## src/rtl/mem_pkg.sv

```systemverilog
// Shared types and default sizing for the memory image loader.
package mem_pkg;

  typedef enum logic [1:0] {
    IDLE  = 2'd0,
    RECV  = 2'd1,
    WRITE = 2'd2,
    DONE  = 2'd3
  } loader_state_t;

  localparam int DEFAULT_DATA_LENGTH = 32;
  localparam int DEFAULT_MEM_LENGTH  = 32;

endpackage

```

## src/rtl/byte_packer.sv

```systemverilog
// Packs an incoming byte stream little-endian into one memory word.
// word_full and word_nxt are combinational so the loader can capture the
// completed word on the same edge that accepts its last byte.
module byte_packer #(
  parameter int DATA_LENGTH = 32
) (
  input  logic                   clk,
  input  logic                   rst_n,
  input  logic                   clear,
  input  logic                   load,
  input  logic [7:0]             in_data,
  output logic                   word_full,
  output logic [DATA_LENGTH-1:0] word_nxt
);

  localparam int NB = DATA_LENGTH / 8;
  localparam int BW = (NB > 1) ? $clog2(NB) : 1;
  localparam logic [BW-1:0] LAST_BYTE = BW'(NB - 1);

  logic [BW-1:0]          byte_cnt;
  logic [DATA_LENGTH-1:0] word_q;

  // Insert the incoming byte at the current byte lane.
  always_comb begin
    word_nxt  = word_q;
    word_full = load && (byte_cnt == LAST_BYTE);
    if (load) begin
      word_nxt[{byte_cnt, 3'b000} +: 8] = in_data;
    end
  end

  // Byte counter and partial word; both hold while no byte is loaded.
  always_ff @(posedge clk or negedge rst_n) begin
    if (!rst_n) begin
      byte_cnt <= '0;
      word_q   <= '0;
    end else if (clear) begin
      byte_cnt <= '0;
      word_q   <= '0;
    end else if (load) begin
      word_q   <= word_nxt;
      byte_cnt <= (byte_cnt == LAST_BYTE) ? '0 : byte_cnt + 1'b1;
    end
  end

endmodule

```

## src/rtl/mem_loader.sv

```systemverilog
// Loads MEM_LENGTH words into a memory from a byte stream.
//
// state | meaning
// IDLE  | waiting for start, no session
// RECV  | accepting bytes of the current word
// WRITE | one-cycle write strobe of the assembled word
// DONE  | all words written, done held until next start
module mem_loader
  import mem_pkg::*;
#(
  parameter int DATA_LENGTH = DEFAULT_DATA_LENGTH,
  parameter int MEM_LENGTH  = DEFAULT_MEM_LENGTH,
  localparam int AW = (MEM_LENGTH > 1) ? $clog2(MEM_LENGTH) : 1
) (
  input  logic                   clk,
  input  logic                   rst_n,
  input  logic                   start,
  input  logic                   abort,
  input  logic [7:0]             in_data,
  input  logic                   in_valid,
  output logic                   in_ready,
  output logic                   wr_en,
  output logic [AW-1:0]          wr_addr,
  output logic [DATA_LENGTH-1:0] wr_data,
  output logic                   busy,
  output logic                   done
);

  localparam logic [AW-1:0] LAST_ADDR = AW'(MEM_LENGTH - 1);

  loader_state_t          state;
  logic [AW-1:0]          word_addr;
  logic                   pk_clear;
  logic                   pk_load;
  logic                   pk_full;
  logic [DATA_LENGTH-1:0] pk_word;

  // A fresh session or an abort discards any partial word.
  always_comb begin
    pk_clear = abort || (start && ((state == IDLE) || (state == DONE)));
    pk_load  = (state == RECV) && in_ready && in_valid && !abort;
  end

  byte_packer #(
    .DATA_LENGTH(DATA_LENGTH)
  ) u_packer (
    .clk      (clk),
    .rst_n    (rst_n),
    .clear    (pk_clear),
    .load     (pk_load),
    .in_data  (in_data),
    .word_full(pk_full),
    .word_nxt (pk_word)
  );

  // Session FSM with registered outputs; abort overrides everything.
  always_ff @(posedge clk or negedge rst_n) begin
    if (!rst_n) begin
      state     <= IDLE;
      word_addr <= '0;
      in_ready  <= 1'b0;
      wr_en     <= 1'b0;
      wr_addr   <= '0;
      wr_data   <= '0;
      busy      <= 1'b0;
      done      <= 1'b0;
    end else begin
      wr_en <= 1'b0;
      if (abort) begin
        state    <= IDLE;
        in_ready <= 1'b0;
        busy     <= 1'b0;
        done     <= 1'b0;
      end else begin
        case (state)
          IDLE, DONE: begin
            if (start) begin
              state     <= RECV;
              word_addr <= '0;
              in_ready  <= 1'b1;
              busy      <= 1'b1;
              done      <= 1'b0;
            end
          end
          RECV: begin
            if (pk_full) begin
              state    <= WRITE;
              in_ready <= 1'b0;
              wr_en    <= 1'b1;
              wr_addr  <= word_addr;
              wr_data  <= pk_word;
            end
          end
          WRITE: begin
            if (word_addr == LAST_ADDR) begin
              state <= DONE;
              busy  <= 1'b0;
              done  <= 1'b1;
            end else begin
              state     <= RECV;
              word_addr <= word_addr + 1'b1;
              in_ready  <= 1'b1;
            end
          end
          default: begin
            state    <= IDLE;
            in_ready <= 1'b0;
            busy     <= 1'b0;
            done     <= 1'b0;
          end
        endcase
      end
    end
  end

endmodule

```

## config.mk

```make
export PLATFORM = sky130hd
export DESIGN_NAME = mem_loader
export DESIGN_NICKNAME = d
export VERILOG_FILES = /design/src/rtl/mem_pkg.sv /design/src/rtl/byte_packer.sv /design/src/rtl/mem_loader.sv
export SDC_FILE = /design/constraint.sdc
export NUM_CORES = 1
export LEC_CHECK = 0
export CAP_MARGIN = 0
export CORE_ASPECT_RATIO = 0.6
export CORE_MARGIN = 5
export CORE_UTILIZATION = 43
export CTS_CLUSTER_SIZE = 12
export DETAILED_ROUTE_END_ITERATION = 10
export PLACE_DENSITY = 0.68
export REMOVE_ABC_BUFFERS = 1
export SYNTH_ARGS = -nofsm -noshare
export SYNTH_HDL_FRONTEND = slang
export SYNTH_SLANG_ARGS = --single-unit
```

## constraint.sdc

```tcl
create_clock -name clk -period 5.6 [get_ports clk]
set_clock_uncertainty 0.15 [all_clocks]
set_input_delay 1.12 -clock clk [delete_from_list [all_inputs] [get_ports clk]]
set_output_delay 1.12 -clock clk [all_outputs]
set_load 0.01 [all_outputs]
```

**Yosys cells after proc, flatten, opt, wreduce, memory -nomap -nowiden**

Index checks and enable logic that the tools add are counted.

- $add $sub $neg: 3
- Equality and inequality tests: 11
- Shift-type cells: 2
- Muxes and demuxes: 30
- Bitwise gates (word level): 1
- Reductions and logical operators: 18

Operator list:

| cell | number |
|---|---|
| 32-bit 2-to-1 mux | 3 |
| 32-bit bitwise mux | 1 |
| 8-bit by 7-bit variable shift with 32-bit output (first input constant) | 1 |
| 8-bit by 7-bit indexed part select with 32-bit output | 1 |
| 2-bit 2-to-1 mux | 7 |
| 1-bit 2-to-1 mux | 12 |
| 3-bit inequality test (second input constant) | 4 |
| 5-bit 2-to-1 mux | 2 |
| 5-bit case mux with 2 select lines | 1 |
| 3-bit AND reduction | 3 |
| 5-bit negator with 7-bit output | 1 |
| 2-bit == test (second input constant) | 3 |
| 2-bit case mux with 3 select lines | 1 |
| 5-bit by 1-bit adder with 5-bit output (second input constant) | 1 |
| 5-bit == test (second input constant) | 1 |
| 1-bit logical AND | 5 |
| 2-bit inequality test (second input constant) | 2 |
| 1-bit case mux with 2 select lines | 2 |
| 4-bit AND reduction | 1 |
| 2-bit nonzero test | 2 |
| 1-bit case mux with 3 select lines | 1 |
| 3-bit nonzero test | 1 |
| 2-bit by 1-bit adder with 2-bit output (second input constant) | 1 |
| 2-bit by 1-bit == test with 1-bit output (second input constant) | 1 |
| 6 further kinds | 7 |

- Flip-flop bits (word level): 82
- Output and inout port bits: 41

**Logic depth before layout (Yosys ltp)**

- Word-level depth: 8
- Gate-level depth with buffers: 8
- Mapped depth without buffers: 6

**By module**

From an unflattened synthesis, not the netlist that was laid out.

- Cell total of the unflattened synthesis: 323
- Area total of the unflattened synthesis: 3861.2 µm²

By module, submodules not included:

| module | instances | cells an instance | area each (µm²) | seq. area each (µm²) |
|---|---|---|---|---|
| mem_loader | 1 | 149 | 2153.3 | 1201.2 |
| byte_packer | 1 | 174 | 1707.9 | 850.8 |

**Least setup slack after synthesis**

No wires, ideal clock.

- Path kind: input port to flip-flop
- Start: input abort
- End: register wr_addr[0]
- Library setup time: 125 ps
- Data arrival time: 2247 ps
- Setup slack: 3078 ps
- Stages: 6
- Path buffers: 3
- Path through: buf_6 > and4b_4 > buf_6 > and2_4 > buf_6 > mux2_4

- Cells in the longest elaborated chain, start to end: 4
- Elaborated cells on any way between the ends: 5

RTL lines:

| item | line | RTL |
|---|---|---|
| from (decl) | mem_loader.sv:18 | `input logic abort,` |
| 1-bit zero test | mem_loader.sv:41 | `pk_load = (state == RECV) && in_ready && in_valid && !abort;` |
| 1-bit logical AND | mem_loader.sv:41 |  |
| 1-bit logical AND | byte_packer.sv:26 | `word_full = load && (byte_cnt == LAST_BYTE);` |
| 3-bit AND reduction (no source line) (*) | -- |  |
| to (signal assigned) | mem_loader.sv:90 | `wr_addr <= word_addr;` |
| to (decl) | mem_loader.sv:23 | `output logic [AW-1:0] wr_addr,` |

Every way passes the cells marked *; elsewhere a longest branch is shown, timed or not.
A chain may end at the register's enable or synchronous reset.

**Worst setup path in the final report**

- Start: input abort
- End: register wr_addr[4]

Same word-level chain as after synthesis.

==> qor.yml <==
finish:
  seqCellArea_mm2: 0.00205
  drive_gt1_share_pct: 8.97
  syn_to_final_growth_pct: 19.9
  final.fill_count: 772
  nNetsFinal: 410
  diodes: 0
  multiInputGateArea_mm2: 0.00169
sta:
  finalSetupViolations: 0
  hold_viol: 0
  period_minus_slack_ns: 3.59
  fmax_mhz: 279
  tightest_slew_ns: 1.05
  rsz0062_at_grt: "false"
  period_share_pct: 64.1
  tns_ns: 0
  relSlewSlack_pct: 30.2
  drv_slew: 0
cts:
  clkTransAtPathRegs_ns: 0.06
  cts-hold-fix-buffers: 0
  cts_sinks: 82
  cts_tree: "done"
  cts_setup_buffers: 0
  clock_path_buffers: 2
  cts_made_buffers: 9
  cts_htree_levels: 3
  clk_latency_ns: 0.34
  ctsResizeCount: 0
  cts_root_buffer: "clkbuf_16"
critical_path:
  cp-start-kind: "input pin"
  critPathKind: "in -> reg"
  crit_path_end_kind: "flip-flop"
  cp.arrival_ns: 3.66
  crit_required_ns: 5.67
  cp_max_fo: 40
global_routing:
  track_usage_pct: 18.4
  grt_max_degree: 83
  grt-ovfl-total: 0
  antenna_found_initial: 0
  grt_first_pass_wirelength_mm: 16.4
  first_global_vias: 3089
yosys:
  synth_commonest_cells: "dfrtp_1, a21oi_1, a22o_1"
  synth.most_common_cell: "dfrtp_1"
  synth_area_mm2: 0.00398
  netlist.area_leader.share_pct: 51.6
  synth_cells: 355
  synth_async_sr_flop_share_pct: 100
  ys_ff_latch: 82
  synth_area_leaders: "dfrtp_1, a21oi_1, a22o_1"
  syn_avg_cell_area_um2: 11.2
  yosysUniqueCellTypes: 44
  synth_flop_cell: "dfrtp_1"
  synth_warnings: 0
  synth_edf_count: 0
  synth_top_cell_by_area: "dfrtp_1"
  yosysSeqAreaShare_pct: 51.6
placed_design:
  numPortBuffers: 53
  place_hpwl_mm: 6.32
  place_congestion: 0.791
pwr:
  powerDensity_mw_per_mm2: 300
  ir_drop_mv: 0.137
  cellLeakagePower_nw: 2.09
  p_total_mw: 1.43
min_path:
  hold_path_class: "reg -> reg"
drt:
  first_iter_violations: 226
  ant_nets: 0
  routedWlPerCell_um: 19.9
  drt-pass1-iter-count: 4
  drc_errors: 0
  vias: 2992
  wirelength_mm: 10.0
  via_per_inst: 5.91
die:
  initial_core_util_pct: 43.8
  die_width_um: 134
  io_pins: 54
  rows: 27
  coreArea_mm2: 0.00909
  die_h_um: 84.5
  die_area_mm2: 0.0113
flow_run:
  drv_cap: 0
outcome:
  status: "finished, final reports clean"
[cells by family after synthesis]
family | share of synthesized area, %
AND/OR/NAND/NOR | 11.3
buffers and inverters | 5.88
AO/OA/AOI/OAI | 24.6
adder cells (fa/ha/maj) | 3.46
flip-flops | 51.6
multiplexers | 3.15
[worst max-delay path, stage by stage]
cell	delay (ns)
clkdlybuf4s50_1	0.71
and4b_4	0.85
and2_4	0.57
mux2_2	0.39
[registers in the layout (all words and copies together), names as in the netlist]
signal	cells
u_packer.word_q	32
wr_data	32
wr_addr	5
word_addr	5
u_packer.byte_cnt	2
done	1
state	2
wr_en	1
in_ready	1
busy	1
[power by group]
part | total [mW] | internal, mW | switching (mW) | leakage, nW
combinational | 0.203 | 0.0679 | 0.136 | 0.793
clock | 0.602 | 0.378 | 0.223 | 0.152
sequential | 0.624 | 0.606 | 0.0177 | 1.14
total | 1.43 | 1.05 | 0.377 | 2.09
[metrics by stage]
stage / instances / setup slack, ns / util, % / hold slack (ns) / area (um2)
2_1_floorplan: 320 / 2.89 / - / 0.308 / 3770
3_3_place_gp: 491 / 1.78 / 49.1 / 0.326 / 4460
3_5_place_dp: 491 / 1.68 / 49.1 / 0.331 / 4460
4_1_cts: 506 / 2.04 / 52.4 / 0.345 / 4770
5_1_grt: 506 / 1.90 / 52.4 / 0.354 / 4770
6_report: 506 / 2.01 / 52.4 / 0.340 / 4770
[placed cells by master (no fill, tap or decap), types with 3 or more instances in the layout]
cell	count
inv_1	8
dfrtp_1	82
mux2_2	4
nor3_1	3
nor2_1	3
a21oi_1	76
ha_1	11
buf_4	3
a32oi_1	8
nand2_1	3
nor2b_1	28
clkbuf_8	3
a31oi_1	16
clkbuf_16	9
and4_1	3
mux2_4	4
a311oi_2	4
a22o_1	32
clkdlybuf4s50_1	52
[cell type report]
cell class,instances,share of cell area [%]
Tap cell,116,3.05
Multi-Input combinational cell,230,35.5
Inverter,8,0.630
Clock inverter,2,0.735
Sequential cell,82,43.1
Timing Repair Buffer,55,11.4
Clock buffer,13,5.67
[final timing paths]
check	depth (start not counted)	start	slack (ns)	end
min reg2reg	1	u_packer.word_q[3]	0.34	u_packer.word_q[3]
max	4	abort	2.01	wr_addr[4]
max reg2reg	5	u_packer.byte_cnt[0]	2.74	u_packer.word_q[31]
min	1	u_packer.word_q[3]	0.34	u_packer.word_q[3]
max in group asynchronous	1	rst_n	3.81	wr_data[17]
min in group asynchronous	1	rst_n	0.80	wr_addr[3]
[per-layer routing]
metal,vias to the layer above,global-route usage (%),part of all wire [%]
met4,0,5.91,0.77
met3,10,5.21,9.2
met2,109,26.6,41
met1,1487,26.7,49
met5,-,0,0
li1,1386,-,-
No activity file was read; power rests on OpenSTA's default activity.
